===== config.mk =====
export PLATFORM = sky130hd
export DESIGN_NAME = cmat2_mult_seq
export DESIGN_NICKNAME = d
export VERILOG_FILES = /design/src/rtl/cmat_pkg.sv /design/src/rtl/mult_complex.sv /design/src/rtl/cmat2_mult_seq.sv
export SDC_FILE = /design/constraint.sdc
export NUM_CORES = 2
export LEC_CHECK = 0
export BUFFER_PORTS_ARGS = -buffer_cell sky130_fd_sc_hd__buf_2
export CORE_ASPECT_RATIO = 1.2
export CORE_MARGIN = 1.5
export CORE_UTILIZATION = 50
export DETAILED_ROUTE_END_ITERATION = 10
export GPL_ROUTABILITY_DRIVEN = 0
export PLACE_DENSITY = 0.68
export SYNTH_ARGS = -nofsm -noshare
export SYNTH_HDL_FRONTEND = slang
export SYNTH_SLANG_ARGS = --single-unit

===== constraint.sdc =====
create_clock -name clk -period 12.94 [get_ports clk]
set_input_delay 2.588 -clock clk [delete_from_list [all_inputs] [get_ports clk]]
set_output_delay 2.588 -clock clk [all_outputs]
set_load 0.03 [all_outputs]

===== src/rtl/cmat_pkg.sv =====
// Shared types and helpers for the sequential 2x2 complex matrix multiplier.
package cmat_pkg;

    typedef enum logic [1:0] {
        IDLE = 2'd0,
        RUN  = 2'd1,
        DONE = 2'd2
    } state_t;

    localparam int NSTEPS = 8;

    // Flat element index of a 2x2 matrix stored row-major.
    function automatic logic [1:0] elem_idx(input logic row, input logic col);
        return {row, col};
    endfunction

endpackage


===== src/rtl/mult_complex.sv =====
// Combinational signed complex multiplier: (a_re + j a_im) * (b_re + j b_im).
module mult_complex #(
    parameter int W = 16
) (
    input  logic signed [W-1:0]   a_re,
    input  logic signed [W-1:0]   a_im,
    input  logic signed [W-1:0]   b_re,
    input  logic signed [W-1:0]   b_im,
    output logic signed [2*W:0]   p_re,
    output logic signed [2*W:0]   p_im
);

    logic signed [2*W-1:0] rr;
    logic signed [2*W-1:0] ii;
    logic signed [2*W-1:0] ri;
    logic signed [2*W-1:0] ir;

    assign rr = (2*W)'(a_re) * (2*W)'(b_re);
    assign ii = (2*W)'(a_im) * (2*W)'(b_im);
    assign ri = (2*W)'(a_re) * (2*W)'(b_im);
    assign ir = (2*W)'(a_im) * (2*W)'(b_re);

    // One extra bit absorbs the sum/difference of two full-scale products.
    assign p_re = (2*W+1)'(rr) - (2*W+1)'(ii);
    assign p_im = (2*W+1)'(ri) + (2*W+1)'(ir);

endmodule


===== src/rtl/cmat2_mult_seq.sv =====
// 2x2 complex matrix product C = A*B using one shared complex multiplier,
// stepping through the 8 partial products and accumulating into C.
module cmat2_mult_seq
    import cmat_pkg::*;
#(
    parameter  int W  = 16,
    localparam int CW = 2*W + 2
) (
    input  logic            clk,
    input  logic            rst,
    input  logic            in_valid,
    output logic            in_ready,
    input  logic [4*W-1:0]  a_re,
    input  logic [4*W-1:0]  a_im,
    input  logic [4*W-1:0]  b_re,
    input  logic [4*W-1:0]  b_im,
    output logic            out_valid,
    input  logic            out_ready,
    output logic [4*CW-1:0] c_re,
    output logic [4*CW-1:0] c_im,
    output logic            busy
);

    state_t state;
    logic [2:0] step;

    logic signed [W-1:0]  a_re_q [4];
    logic signed [W-1:0]  a_im_q [4];
    logic signed [W-1:0]  b_re_q [4];
    logic signed [W-1:0]  b_im_q [4];
    logic signed [CW-1:0] c_re_q [4];
    logic signed [CW-1:0] c_im_q [4];

    logic [1:0] a_sel;
    logic [1:0] b_sel;
    logic [1:0] c_sel;

    logic signed [2*W:0]  p_re;
    logic signed [2*W:0]  p_im;
    logic signed [CW-1:0] p_re_ext;
    logic signed [CW-1:0] p_im_ext;

    // Step bits map to i=step[2], j=step[1], l=step[0]: C[i][j] += A[i][l]*B[l][j].
    assign a_sel = elem_idx(step[2], step[0]);
    assign b_sel = elem_idx(step[0], step[1]);
    assign c_sel = elem_idx(step[2], step[1]);

    mult_complex #(
        .W(W)
    ) u_mult (
        .a_re(a_re_q[a_sel]),
        .a_im(a_im_q[a_sel]),
        .b_re(b_re_q[b_sel]),
        .b_im(b_im_q[b_sel]),
        .p_re(p_re),
        .p_im(p_im)
    );

    assign p_re_ext = {p_re[2*W], p_re};
    assign p_im_ext = {p_im[2*W], p_im};

    always_ff @(posedge clk) begin
        if (rst) begin
            state     <= IDLE;
            step      <= '0;
            in_ready  <= 1'b1;
            out_valid <= 1'b0;
            busy      <= 1'b0;
            for (int e = 0; e < 4; e++) begin
                a_re_q[e] <= '0;
                a_im_q[e] <= '0;
                b_re_q[e] <= '0;
                b_im_q[e] <= '0;
                c_re_q[e] <= '0;
                c_im_q[e] <= '0;
            end
        end else begin
            case (state)
                IDLE: begin
                    if (in_valid && in_ready) begin
                        for (int e = 0; e < 4; e++) begin
                            a_re_q[e] <= a_re[e*W +: W];
                            a_im_q[e] <= a_im[e*W +: W];
                            b_re_q[e] <= b_re[e*W +: W];
                            b_im_q[e] <= b_im[e*W +: W];
                        end
                        step     <= '0;
                        state    <= RUN;
                        in_ready <= 1'b0;
                        busy     <= 1'b1;
                    end
                end
                RUN: begin
                    // l=0 starts a fresh element so stale results never leak in.
                    if (step[0]) begin
                        c_re_q[c_sel] <= c_re_q[c_sel] + p_re_ext;
                        c_im_q[c_sel] <= c_im_q[c_sel] + p_im_ext;
                    end else begin
                        c_re_q[c_sel] <= p_re_ext;
                        c_im_q[c_sel] <= p_im_ext;
                    end
                    if (step == 3'(NSTEPS - 1)) begin
                        step      <= '0;
                        state     <= DONE;
                        busy      <= 1'b0;
                        out_valid <= 1'b1;
                    end else begin
                        step <= step + 3'd1;
                    end
                end
                DONE: begin
                    if (out_ready) begin
                        state     <= IDLE;
                        out_valid <= 1'b0;
                        in_ready  <= 1'b1;
                    end
                end
                default: begin
                    state     <= IDLE;
                    step      <= '0;
                    in_ready  <= 1'b1;
                    out_valid <= 1'b0;
                    busy      <= 1'b0;
                end
            endcase
        end
    end

    for (genvar e = 0; e < 4; e++) begin : g_pack
        assign c_re[e*CW +: CW] = c_re_q[e];
        assign c_im[e*CW +: CW] = c_im_q[e];
    end

endmodule


* Yosys cells after proc, flatten, opt, wreduce, memory -nomap -nowiden
Memory sizes are Yosys's and may differ from the RTL's. A register that Yosys moved wholly into a read port is not among the register bits.
Index checks and enable logic that the tools add are counted.
** Word-level totals
- Register bits after elaboration :: 8
- RAM bits :: 528
- Input port bits :: 260
- Logic and storage cells :: 122
- Memories kept :: 6
** Memories
- c_im_q :: words 4, bits a word 34, rd ports 5, clocked after Yosys merged registers in 1, write ports 4, line cmat2_mult_seq.sv:32 : logic signed [CW-1:0] c_im_q [4];
- c_re_q :: words 4, bits a word 34, rd ports 5, clocked after Yosys merged registers in 1, write ports 4, line cmat2_mult_seq.sv:31 : logic signed [CW-1:0] c_re_q [4];
- a_im_q :: words 4, bits a word 16, rd ports 1, clocked after Yosys merged registers in 1, write ports 4, line cmat2_mult_seq.sv:28 : logic signed [W-1:0] a_im_q [4];
- a_re_q :: words 4, bits a word 16, rd ports 1, clocked after Yosys merged registers in 1, write ports 4, line cmat2_mult_seq.sv:27 : logic signed [W-1:0] a_re_q [4];
- b_im_q :: words 4, bits a word 16, rd ports 1, clocked after Yosys merged registers in 1, write ports 4, line cmat2_mult_seq.sv:30 : logic signed [W-1:0] b_im_q [4];
- b_re_q :: words 4, bits a word 16, rd ports 1, clocked after Yosys merged registers in 1, write ports 4, line cmat2_mult_seq.sv:29 : logic signed [W-1:0] b_re_q [4];
** Operators by class
- Add/sub/neg operators :: 5
- Multiply operators :: 4
- Eq/ne operators :: 6
- Muxes and demuxes :: 66
- Bitwise operators :: 21
- Reduce and logical (&&, ||, !) cells :: 9
** Operator list (count)
- two-way mux 16 bit :: 16
- two-way mux 34 bit :: 4
- multiplier 16 x 16 -> 32 bit :: 4
- adder 34 x 33 -> 34 bit :: 2
- OR reduction 34 bit :: 2
- two-way mux 2 bit :: 17
- adder 32 x 32 -> 33 bit :: 1
- subtractor 32 x 32 -> 33 bit :: 1
- two-way mux 1 bit :: 22
- OR 1 bit :: 18
- AND reduction 3 bit :: 4
- case mux 1 bit (3 select lines) :: 3
- case mux 3 bit (3 select lines) :: 1
- two-way mux 3 bit :: 2
- inequality test 2 bit, second input constant :: 3
- case mux 2 bit (3 select lines) :: 1
- adder 3 x 1 -> 3 bit, second input constant :: 1
- == test 3 bit, second input constant :: 1
- NOT 1 bit :: 3
- == test 2 x 1 -> 1 bit, second input constant :: 1
- == test 2 bit, second input constant :: 1
- logical NOT 2 bit :: 1
- AND reduction 2 bit :: 1
- logical AND 1 bit :: 1

* Longest topological paths before layout
- Word-level depth :: 7
- Gate-level depth with buffers :: 44

* Cells and area by module
A second synthesis with hierarchy kept.
** Second synthesis, totals
- Cells, all modules :: 6373
- Area total of the unflattened synthesis :: 67536.0 µm²
** By module, submodules not included
- mult_complex :: instances 1, cells each 4352, area each 40497.6 µm², sequential area each 0.0 µm²
- cmat2_mult_seq :: instances 1, cells each 2021, area each 27038.4 µm², sequential area each 16075.4 µm²

* Worst setup path before layout
Ideal clock, no wire load.
- Kind :: register to register
- Start point :: reg with a tool-made name
- End point :: mem c_im_q[0][33] (netlist name), data pin
- Data arrival time :: 10.410 ns
- Required time :: 12.668 ns
- Path slack :: 2.257 ns
- Cell stages (with the launch flop) :: 40
- Clock period less this slack :: 10.683 ns
- Cell sequence :: dfxtp_1 > buf_2 > buf_2 > buf_1 > clkbuf_1 > clkbuf_1 > nand2_1 > o21ai_1 > clkbuf_1 > nor2_1 > fa_1 > inv_1 > fa_1 > inv_1 > fa_1 > fa_1 > fa_1 > fa_1 > [... 4 more ...] > ha_1 > a211o_1 > o32a_1 > and2_1 > a21o_1 > a21o_1 > a21oi_1 > xnor2_1 > ha_1 > a21o_1 > a21o_1 > a21oi_1 > and3b_1 > a211oi_1 > o21ai_0 > mux2i_1 > o21ai_0 > a21oi_1
** RTL lines (line)
- to (decl) :: cmat2_mult_seq.sv:32

==> impl_metrics.ini <==
[die]
row_count = 147
die_y_um = 406
floorplan.io_pins = 535
placeableCoreArea_mm2 = 0.134
die_x_um = 339
floorplan.initialDensity_pct = 50.4
die-area_mm2 = 0.137

[global_routing]
number_of_antenna_violations_at_the_first_check_in_global_routing = 13
globalRouteMet3Util_pct = 9.63
groute.layer.met1.usage_pct = 38.8
first_global_vias = 53500
grt_first_pass_wirelength_um = 336000
largest_net_degree_at_the_start_of_global_routing = 198
top_usage_layer_grt = met2
grt_usage_pct = 33.3
residual_overflow_from_global_routing = 0
grt_use_met2_pct = 52.9

[critical_path]
worst-endpoint-required_ns = 13.29
cp.buffers_inverters = 10
critical_path.top_delay_family = adder cells
cp-start-kind = flop
critical_path.slowest_cell = sky130_fd_sc_hd__dfxtp_4
slowest_delay_ns = 0.90
timing_worst_setup_path_type = reg -> reg
crit_path_max_fanout = 47
data_arrival_time_of_the_critical_path_ns = 12.60
cpMostUsedCell = sky130_fd_sc_hd__fa_1
crit_path_end_kind = flop

[sta]
tightest_slew_ns = 1.31
setup_total_negative_slack_ns = 0
timing.final.crit_share_pct = 94.7
finalMaxSlewViolations = 0
worst_clock_skew_ns = 0.0514
timing_hold_violations_final = 0
setup_violations = 0
final_period_minus_worst_setup_slack_ns = 12.25
rsz0062_at_grt = false
achievable-frequency_ghz = 0.0816
slew-limit-headroom_pct = 12.2

[logic_synthesis]
post_synth.cell_area_avg_um2 = 10.1
mappedNetlistArea_mm2 = 0.0675
yosys.area.top_type_share_pct = 34.8
yosysWarningCount = 0
synth_enable_flop_cells = 528
synth.largest_area_cell = sky130_fd_sc_hd__fa_1
ys_top_cells_by_count = 1,384 x sky130_fd_sc_hd__inv_1, 1,175 x sky130_fd_sc_hd__fa_1, 784 x sky130_fd_sc_hd__nor2_1
yosysUniqueCellTypes = 74
async_flop_share_pct = 0
yosysSeqAreaShare_pct = 23.8
synth.ff_latch_count = 539
ys.flop_type = sky130_fd_sc_hd__edfxtp_1
syn-num-nets = 8512
post_synth_inst_count = 6699
post-synth-top-count-cell = sky130_fd_sc_hd__inv_1
yosys-top-cells-area = sky130_fd_sc_hd__fa_1 35%, sky130_fd_sc_hd__edfxtp_1 23%, sky130_fd_sc_hd__inv_1 7.7%

[routing]
routed_wire_length_per_instance_um = 25.4
drc_violations = 0
drt_pass1_iterations = 6
detail_route.iter0.violations = 5400
num_vias = 51800
ant_nets = 0
via_per_inst = 5.77
finalWirelength_um = 228000

[flow_run]
max_cap_viol_count = 0

[cts]
worst_skew_pair_later_pin_latency_ns = 0.68
post_cts.resized_instances = 0
htree_num_levels = 2
tritoncts = done
clock_buffer_count_from_cts = 53
clock-sinks = 539
clock_tree.root_cell = sky130_fd_sc_hd__clkbuf_16
post_cts_hold_buffer_count = 0
post_cts.repair.setup_buffers = 0
cts-root-to-sink-buffers = 3
clk_pin_slew_worst_paths_ns = 0.07

[outcome]
outcome = finished clean

[worst_hold_path]
holdCritPathClass = reg -> reg

[final_layout]
share_of_post_route_cells_with_drive_strength_above_1_pct = 13.9
number_of_nets_in_the_layout = 8946
syn_to_final_growth_pct = 10.5

[placement]
io_buffers = 534
place.detailed.hpwl_um = 180000
-- metal layers --
layer	vias to the layer above	part of all wire, %
met5	-	0.029
met4	8	8.9
met3	929	11
met2	3095	46
met1	25900	33
li1	21900	-
-- path summary, 6_finish.rpt --
path,start,to,slack [ns],cells after the start
max,flop,c_im_q[1][27]$_SDFFCE_PN0P_,0.69,39
min,out_valid$_SDFFE_PP0P_,out_valid$_SDFFE_PP0P_,0.52,2
max reg2reg,flop,c_im_q[1][27]$_SDFFCE_PN0P_,0.69,39
min reg2reg,out_valid$_SDFFE_PP0P_,out_valid$_SDFFE_PP0P_,0.52,2
-- registers in the layout, summed over array words and instances (netlist names), named ones only --
signal	count
c_im_q	136
state	2
busy	1
b_re_q	64
a_im_q	64
a_re_q	64
c_re_q	136
b_im_q	64
step	3
out_valid	1
in_ready	1
-- final cells by class --
| type | count | area, um^2 |
|---|---|---|
| well taps | 1788 | 2240 |
| diodes | 11 | 27.5 |
| clock buffers | 63 | 1390 |
| clock inverters | 36 | 462 |
| fillers | 11600 | 59300 |
| inverters | 1384 | 5200 |
| repair buffers | 711 | 4050 |
| multi-input cells | 4444 | 45200 |
| flip-flops and latches | 539 | 16100 |
-- cell usage in the layout, fill, tap and decap left out, types with 10 or more instances in the layout --
cell type                   Yosys  layout
sky130_fd_sc_hd__diode_2        0      11
sky130_fd_sc_hd__ha_1         378     378
sky130_fd_sc_hd__o21ai_2        0      18
sky130_fd_sc_hd__o21a_1        75      74
sky130_fd_sc_hd__nand2b_1      35      35
sky130_fd_sc_hd__xnor2_1      112     112
sky130_fd_sc_hd__mux4_2        72      72
sky130_fd_sc_hd__mux2i_1       94      93
sky130_fd_sc_hd__a21oi_1      118     118
sky130_fd_sc_hd__and2_1        21      21
sky130_fd_sc_hd__nor3_1        45      45
sky130_fd_sc_hd__o21ai_1       33      41
sky130_fd_sc_hd__nand4_1       14      14
sky130_fd_sc_hd__nand2_1      672     668
sky130_fd_sc_hd__or4_1         11      11
sky130_fd_sc_hd__mux2_2        73      73
sky130_fd_sc_hd__inv_1       1384    1383
sky130_fd_sc_hd__a21o_1        46      46
sky130_fd_sc_hd__o211ai_1      14      14
sky130_fd_sc_hd__edfxtp_1     528     528
sky130_fd_sc_hd__nor2_1       784     783
sky130_fd_sc_hd__buf_4          0     173
sky130_fd_sc_hd__xor2_1        32      32
sky130_fd_sc_hd__o21ai_0      102      74
sky130_fd_sc_hd__buf_2          4     534
sky130_fd_sc_hd__a211o_1       11      11
sky130_fd_sc_hd__o31ai_1       10      10
sky130_fd_sc_hd__o22ai_1       10      10
sky130_fd_sc_hd__o21bai_1      13      13
sky130_fd_sc_hd__a31oi_1       18      18
sky130_fd_sc_hd__and3_1       271     271
sky130_fd_sc_hd__nor2b_1       19      19
sky130_fd_sc_hd__nand3_1       46      45
sky130_fd_sc_hd__clkbuf_16      0      54
sky130_fd_sc_hd__a211oi_1      24      24
sky130_fd_sc_hd__fa_1        1175    1175
sky130_fd_sc_hd__or3_1         17      16
-- logic make-up after synthesis --
| family | Yosys count | share of synthesized area (%) |
|---|---|---|
| simple gates | 1966 | 12.7 |
| buf+inv | 1716 | 9.54 |
| fa+ha+maj | 1553 | 41.8 |
| compound gates | 542 | 5.22 |
| flops | 539 | 23.8 |
| mux | 239 | 5.01 |
| xor+xnor | 144 | 1.87 |
-- metrics by stage --
stage | worst slack, ns | util (%) | std cells | area [um^2] | hold WS (ns)
finish | 0.692 | 55.7 | 8976 | 74600 | 0.521
global route | 0.267 | 55.7 | 8971 | 74600 | 0.534
CTS | 0.856 | 55.7 | 8965 | 74600 | 0.525
detailed placement | 0.961 | 54.3 | 8866 | 72700 | 0.506
global placement | 1.06 | 54.3 | 8866 | 72700 | 0.501
floorplan | 2.26 | - | 6699 | 67500 | 0.484
-- tightest hold or removal path, cell delays in order, from the launching register on --
cell and delay [ns]:
sky130_fd_sc_hd__dfxtp_1 0.35, sky130_fd_sc_hd__a21oi_1 0.07, sky130_fd_sc_hd__nor2_1 0.07
Power is not shown: default switching activity piles up to over one toggle a cycle in this logic, so the estimate is an artifact.
